===== config.mk =====
export PLATFORM = sky130hd
export DESIGN_NAME = wb_stage
export DESIGN_NICKNAME = d
export VERILOG_FILES = /design/src/rtl/wb_stage.sv
export SDC_FILE = /design/constraint.sdc
export NUM_CORES = 1
export LEC_CHECK = 0
export BUFFER_PORTS_ARGS = -buffer_cell sky130_fd_sc_hd__buf_2
export CORE_ASPECT_RATIO = 0.7
export CORE_UTILIZATION = 45
export DETAILED_ROUTE_END_ITERATION = 16
export GPL_TIMING_DRIVEN = 0
export PLACE_DENSITY_LB_ADDON = 0.15
export SLEW_MARGIN = 40
export SYNTH_ARGS = -nofsm -noshare
export SYNTH_HDL_FRONTEND = slang
export SYNTH_SLANG_ARGS = --single-unit

===== constraint.sdc =====
create_clock -name i_clk -period 4.25 [get_ports i_clk]
set_clock_uncertainty 0.05 [all_clocks]
set_input_delay 0.2125 -clock i_clk [delete_from_list [all_inputs] [get_ports i_clk]]
set_output_delay 0.2125 -clock i_clk [all_outputs]
set_load 0.01 [all_outputs]

===== src/rtl/wb_stage.sv =====
// Write-back stage: MEM/WB register, load alignment/extension, WB source mux, halt FSM.
// Optional retired-instruction counter enabled by defining WB_RETIRE_CNT_EN.
module wb_stage #(
  parameter int unsigned DATA_W     = 32,
  parameter int unsigned REG_ADDR_W = 5
`ifdef WB_RETIRE_CNT_EN
  ,
  parameter int unsigned CNT_W      = 32
`endif
) (
  input  logic                  i_clk,
  input  logic                  i_reset,
  input  logic                  i_enable,
  input  logic                  i_flush,
  input  logic                  i_valid_M,
  input  logic [DATA_W-1:0]     i_alu_result_M,
  input  logic [DATA_W-1:0]     i_read_data_M,
  input  logic [DATA_W-1:0]     i_branch_delay_slot_M,
  input  logic [REG_ADDR_W-1:0] i_rd_M,
  input  logic                  i_reg_write_M,
  input  logic                  i_mem_to_reg_M,
  input  logic                  i_bds_sel_M,
  input  logic                  i_halt_M,
  input  logic [1:0]            i_load_size_M,
  input  logic                  i_load_unsigned_M,
  output logic [DATA_W-1:0]     o_write_data_W,
  output logic [REG_ADDR_W-1:0] o_rd_W,
  output logic                  o_reg_write_W,
  output logic                  o_halt_W
`ifdef WB_RETIRE_CNT_EN
  ,
  output logic [CNT_W-1:0]      o_retired_W
`endif
);

  typedef enum logic {
    RUN    = 1'b0,
    HALTED = 1'b1
  } state_t;

  state_t                  state_q;
  logic                    valid_q;
  logic [DATA_W-1:0]       alu_q;
  logic [DATA_W-1:0]       rdata_q;
  logic [DATA_W-1:0]       bds_q;
  logic [REG_ADDR_W-1:0]   rd_q;
  logic                    reg_write_q;
  logic                    mem_to_reg_q;
  logic                    bds_sel_q;
  logic                    halt_q;
  logic [1:0]              load_size_q;
  logic                    load_unsigned_q;

  logic                    capture;
  logic [7:0]              byte_lane;
  logic [15:0]             half_lane;
  logic [DATA_W-1:0]       load_data;

  assign capture = (state_q == RUN) && i_enable && !i_flush;

  always_ff @(posedge i_clk or posedge i_reset) begin
    if (i_reset) begin
      state_q         <= RUN;
      valid_q         <= 1'b0;
      alu_q           <= '0;
      rdata_q         <= '0;
      bds_q           <= '0;
      rd_q            <= '0;
      reg_write_q     <= 1'b0;
      mem_to_reg_q    <= 1'b0;
      bds_sel_q       <= 1'b0;
      halt_q          <= 1'b0;
      load_size_q     <= '0;
      load_unsigned_q <= 1'b0;
    end else begin
      case (state_q)
        RUN: begin
          if (i_flush) begin
            valid_q <= 1'b0;
          end else if (i_enable) begin
            valid_q         <= i_valid_M;
            alu_q           <= i_alu_result_M;
            rdata_q         <= i_read_data_M;
            bds_q           <= i_branch_delay_slot_M;
            rd_q            <= i_rd_M;
            reg_write_q     <= i_reg_write_M;
            mem_to_reg_q    <= i_mem_to_reg_M;
            bds_sel_q       <= i_bds_sel_M;
            halt_q          <= i_halt_M;
            load_size_q     <= i_load_size_M;
            load_unsigned_q <= i_load_unsigned_M;
            if (i_valid_M && i_halt_M) begin
              state_q <= HALTED;
            end
          end
        end
        HALTED: begin
          // Only reset leaves HALTED; the halt instruction drains after one cycle.
          valid_q <= 1'b0;
        end
        default: state_q <= RUN;
      endcase
    end
  end

`ifdef WB_RETIRE_CNT_EN
  always_ff @(posedge i_clk or posedge i_reset) begin
    if (i_reset) begin
      o_retired_W <= '0;
    end else if (capture && i_valid_M) begin
      o_retired_W <= o_retired_W + 1'b1;
    end
  end
`endif

  always_comb begin
    byte_lane = '0;
    half_lane = '0;
    load_data = '0;
    case (alu_q[1:0])
      2'd0:    byte_lane = rdata_q[7:0];
      2'd1:    byte_lane = rdata_q[15:8];
      2'd2:    byte_lane = rdata_q[23:16];
      default: byte_lane = rdata_q[31:24];
    endcase
    half_lane = alu_q[1] ? rdata_q[31:16] : rdata_q[15:0];
    case (load_size_q)
      2'b00:   load_data = {{(DATA_W-8){byte_lane[7] & ~load_unsigned_q}}, byte_lane};
      2'b01:   load_data = {{(DATA_W-16){half_lane[15] & ~load_unsigned_q}}, half_lane};
      default: load_data = rdata_q;
    endcase
  end

  always_comb begin
    o_write_data_W = alu_q;
    if (bds_sel_q) begin
      o_write_data_W = bds_q;
    end else if (mem_to_reg_q) begin
      o_write_data_W = load_data;
    end
  end

  assign o_rd_W        = rd_q;
  assign o_reg_write_W = valid_q && reg_write_q && !halt_q && (rd_q != '0);
  assign o_halt_W      = (state_q == HALTED);

endmodule


==> results.yml <==
global_routing:
  via_count_of_the_first_global_routing_pass: 4568
  globalRouteTotalUtil_pct: 27.1
  pin_count_of_the_biggest_net_entering_global_routing: 67
  grt_remaining_overflow: 0
  grt_first_pass_wirelength_um: 25100
  antenna_found_initial: 0
setup_path:
  worst_path_most_repeated_cell: "sky130_fd_sc_hd__buf_2"
  slowest_stage_cell_cp: "sky130_fd_sc_hd__buf_1"
  critical-path-max-stage-delay_ps: 450
  required_ps: 3990
  worstSetupEndpointType: "primary output"
  worst-path-buf-inv: 4
  critical_path.cell_chain: "buf_6 -> buf_2 -> buf_1 -> a22oi_1 -> a31oi_1 -> buf_2"
  ff2ff_path_depth: 5
  critical_path_peak_fanout: 10
  cp-startpoint: "load_size_q[1]"
  critical_path_cell_count: 6
  worstReg2RegStart: "o_halt_W"
  worst-r2r-setup-slack_ps: 2410
  timing.critical_path.to: "o_write_data_W[31]"
  cp_data_arrival_time_ps: 2210
  worst_r2r_endpoint: "bds_q[10]"
  critPathKind: "flip-flop to primary output"
  cpLargestDelayFamily: "buffers and inverters"
  timing.critical_path.from_type: "flip-flop"
logic_synthesis:
  synth.ff_latch_count: 110
  synth.distinct_cells: 39
  synth_sequential_area_ratio_pct: 51.7
  syn_inst_count: 466
  number_of_flops_mapped_to_enable_cells_by_yosys: 0
  synth-warning-count: 0
  postSynthAreaPerCell_um2: 11.4
  synth.cell_area_um2: 5330
  synth_top_flop_cell: "sky130_fd_sc_hd__dfrtp_1"
  synth.net_count: 579
  ffs_w_async_s_r_synth_pct: 100
routing:
  drtIter0Drc: 430
  drt_pass1_iterations: 5
  route.final.wire_length_um: 16100
  via_count: 4668
  final_antenna_net_count: 0
  wl_cell_um: 20.4
  routed_via_density: 5.92
  drt_drc_violations_left: 0
clocking:
  clk_path_buf_depth: 2
  clk-insertion-delay-late_ps: 360
  worst_setup_hold_path_clk_slew_ps: 80
  postCtsSetupRepairBufs: 0
  ctsResizeCount: 0
  clock_tree_from_tritoncts: "yes"
  cts-buffers-inserted: 9
  htree_levels: 3
  root_driver: "sky130_fd_sc_hd__clkbuf_16"
  cts_sinks: 110
finish:
  flow.area_growth_from_synthesis_pct: 24.6
  post_route_cells_drive_above_1_share_pct: 44.5
  n_fill_cell: 991
  antenna_cells: 0
  post_layout_nonfiller_instances: 789
  finish.net_count: 744
placed_design:
  dp_cells: 771
  hpwlAfterDp_um: 12000
  buffer_ports.inserted: 151
  gp_congestion: 0.905
timing:
  max_slew.worst_pin.slew_ps: 638
  achievable-frequency_ghz: 0.405
  finalHoldViolCount: 0
  period_share_pct: 58.1
  finalSetupViolCount: 0
  grt_setup_unrepaired: "false"
  period_minus_slack_ps: 2470
  finalMaxSlewViolations: 0
  max_transition_margin_pct: 57.5
power:
  p_leak_nw: 2.96
  power.density_cell_area_nw_per_um2: 783
  peakVddDrop_mv: 0.371
  total_power_w: 0.00520
flow_run:
  drv.max_cap_violation_count: 0
floorplanning:
  die_area_um2: 12300
  die_h_um: 93.0
  initial_cell_density_of_the_core_pct: 47.4
  core_area_um2: 11300
  std_cell_rows: 32
  floorplan.io_pins: 152
  fp.dieW_um: 132
hold_path:
  worstHoldPathCells: 3
  holdCritPathClass: "primary input to flip-flop"
outcome:
  outcome: "finished, final reports clean"
## where the power goes
group	switching, W	internal [W]	total [W]
registers	0.000393	0.00151	0.00190
logic	0.00133	0.00108	0.00241
clock network	0.000416	0.000470	0.000886
total	0.00214	0.00306	0.00520
## placed cells by master, fill, tap and decap left out, types with 2 or more instances in the layout
| master | n |
|---|---|
| sky130_fd_sc_hd__a21oi_1 | 31 |
| sky130_fd_sc_hd__inv_8 | 3 |
| sky130_fd_sc_hd__o21ai_0 | 21 |
| sky130_fd_sc_hd__a22oi_1 | 28 |
| sky130_fd_sc_hd__o21ai_1 | 4 |
| sky130_fd_sc_hd__o31ai_1 | 2 |
| sky130_fd_sc_hd__o22ai_1 | 15 |
| sky130_fd_sc_hd__nor2_1 | 5 |
| sky130_fd_sc_hd__a222oi_1 | 16 |
| sky130_fd_sc_hd__o22a_1 | 5 |
| sky130_fd_sc_hd__buf_6 | 2 |
| sky130_fd_sc_hd__dfrtp_1 | 110 |
| sky130_fd_sc_hd__nor3_1 | 3 |
| sky130_fd_sc_hd__dlygate4sd3_1 | 2 |
| sky130_fd_sc_hd__a31oi_1 | 16 |
| sky130_fd_sc_hd__mux2i_1 | 5 |
| sky130_fd_sc_hd__inv_6 | 2 |
| sky130_fd_sc_hd__nand2b_1 | 3 |
| sky130_fd_sc_hd__nand2_1 | 26 |
| sky130_fd_sc_hd__clkbuf_16 | 9 |
| sky130_fd_sc_hd__o221ai_1 | 6 |
| sky130_fd_sc_hd__clkinvlp_4 | 2 |
| sky130_fd_sc_hd__clkbuf_1 | 17 |
| sky130_fd_sc_hd__nand3_1 | 2 |
| sky130_fd_sc_hd__mux2_2 | 88 |
| sky130_fd_sc_hd__nor2b_1 | 4 |
| sky130_fd_sc_hd__buf_2 | 169 |
| sky130_fd_sc_hd__inv_1 | 20 |
| sky130_fd_sc_hd__buf_4 | 2 |
| sky130_fd_sc_hd__or2_2 | 2 |
## worst min-delay path by stage
| stage | startpoint | to | slack, ps |
|---|---|---|---|
| finish | i_read_data_M[18] | rdata_q[18] | 20 |
| global route | i_rd_M[0] | o_rd_W[0] | 20 |
| CTS | i_read_data_M[16] | rdata_q[16] | 20 |
| detailed placement | i_reset | alu_q[29] | 240 |
| global placement | i_flush | valid_q | 350 |
| floorplan | i_flush | valid_q | 240 |
## stage by stage
| step | setup slack, ps | hold WS [ps] | area (um2) | setup TNS (ps) | utilization [%] |
|---|---|---|---|---|---|
| 2_1_floorplan | 1090 | 236 | 5330 | 0 | - |
| 6_report | 1780 | 24.9 | 6640 | 0 | 59.0 |
| 4_1_cts | 1800 | 21.5 | 6640 | 0 | 59.0 |
| 3_5_place_dp | 2190 | 239 | 6310 | 0 | 56.1 |
| 3_3_place_gp | -109 | 353 | 6280 | -10910 | 55.8 |
| 5_1_grt | 1580 | 23.5 | 6640 | 0 | 59.0 |
## routing by layer
metal	global-route usage, %	vias up	wire length [um]
li1	-	2091	-
met1	39.5	2340	7480
met2	40.8	220	7150
met3	6.40	17	1260
met4	6.10	0	171
met5	0	-	0
## layout make-up
type,count,area [um2],area share [%]
Buffer,41,200,3.01
Clock buffer,9,225,3.39
Clock inverter,7,85.1,1.28
Inverter,21,86.3,1.30
Multi-Input combinational cell,294,2300,34.6
Sequential cell,110,2750,41.4
Tap cell,153,191,2.88
Timing Repair Buffer,154,803,12.1
## registers in the layout, indices dropped and copies added (netlist names)
name             count
reg_write_q          1
load_size_q          2
alu_q               32
valid_q              1
o_rd_W               5
load_unsigned_q      1
mem_to_reg_q         1
halt_q               1
bds_sel_q            1
rdata_q             32
bds_q               32
o_halt_W             1
## worst min-delay path: stages
cell and delay (ps):
sky130_fd_sc_hd__buf_2 90, sky130_fd_sc_hd__nand2_1 40, sky130_fd_sc_hd__o21ai_0 60
## synth_stat cells (2+ instances only)
master | number | share of area [%]
sky130_fd_sc_hd__a21oi_1 | 31 | 2.9
sky130_fd_sc_hd__a222oi_1 | 16 | 3.0
sky130_fd_sc_hd__a22oi_1 | 28 | 3.9
sky130_fd_sc_hd__a31oi_1 | 16 | 1.9
sky130_fd_sc_hd__buf_2 | 18 | 1.7
sky130_fd_sc_hd__buf_4 | 2 | 0.28
sky130_fd_sc_hd__buf_6 | 2 | 0.42
sky130_fd_sc_hd__clkbuf_1 | 17 | 1.2
sky130_fd_sc_hd__dfrtp_1 | 110 | 52
sky130_fd_sc_hd__inv_1 | 21 | 1.5
sky130_fd_sc_hd__mux2_2 | 88 | 19
sky130_fd_sc_hd__mux2i_1 | 5 | 0.94
sky130_fd_sc_hd__nand2_1 | 26 | 1.8
sky130_fd_sc_hd__nand2b_1 | 3 | 0.35
sky130_fd_sc_hd__nand3_1 | 2 | 0.19
sky130_fd_sc_hd__nor2_1 | 5 | 0.35
sky130_fd_sc_hd__nor2b_1 | 4 | 0.47
sky130_fd_sc_hd__nor3_1 | 3 | 0.28
sky130_fd_sc_hd__o21ai_0 | 21 | 2.0
sky130_fd_sc_hd__o21ai_1 | 4 | 0.38
sky130_fd_sc_hd__o221ai_1 | 6 | 0.99
sky130_fd_sc_hd__o22a_1 | 5 | 0.82
sky130_fd_sc_hd__o22ai_1 | 15 | 1.8
sky130_fd_sc_hd__o31ai_1 | 2 | 0.28
sky130_fd_sc_hd__or2_2 | 2 | 0.23
## cell families after synthesis
family / share of synthesized area [%]
AND/OR/NAND/NOR: 4.27
flip-flops: 51.7
buffers and inverters: 5.24
multiplexers: 19.7
AO/OA/AOI/OAI: 19.1
## repair_timing
item / in CTS / in global routing
setup endpoints to repair: 0 / 0
hold buffers: 2 / 0
hold endpoints to repair: 66 / 0
(Power assumes the default switching activity.)
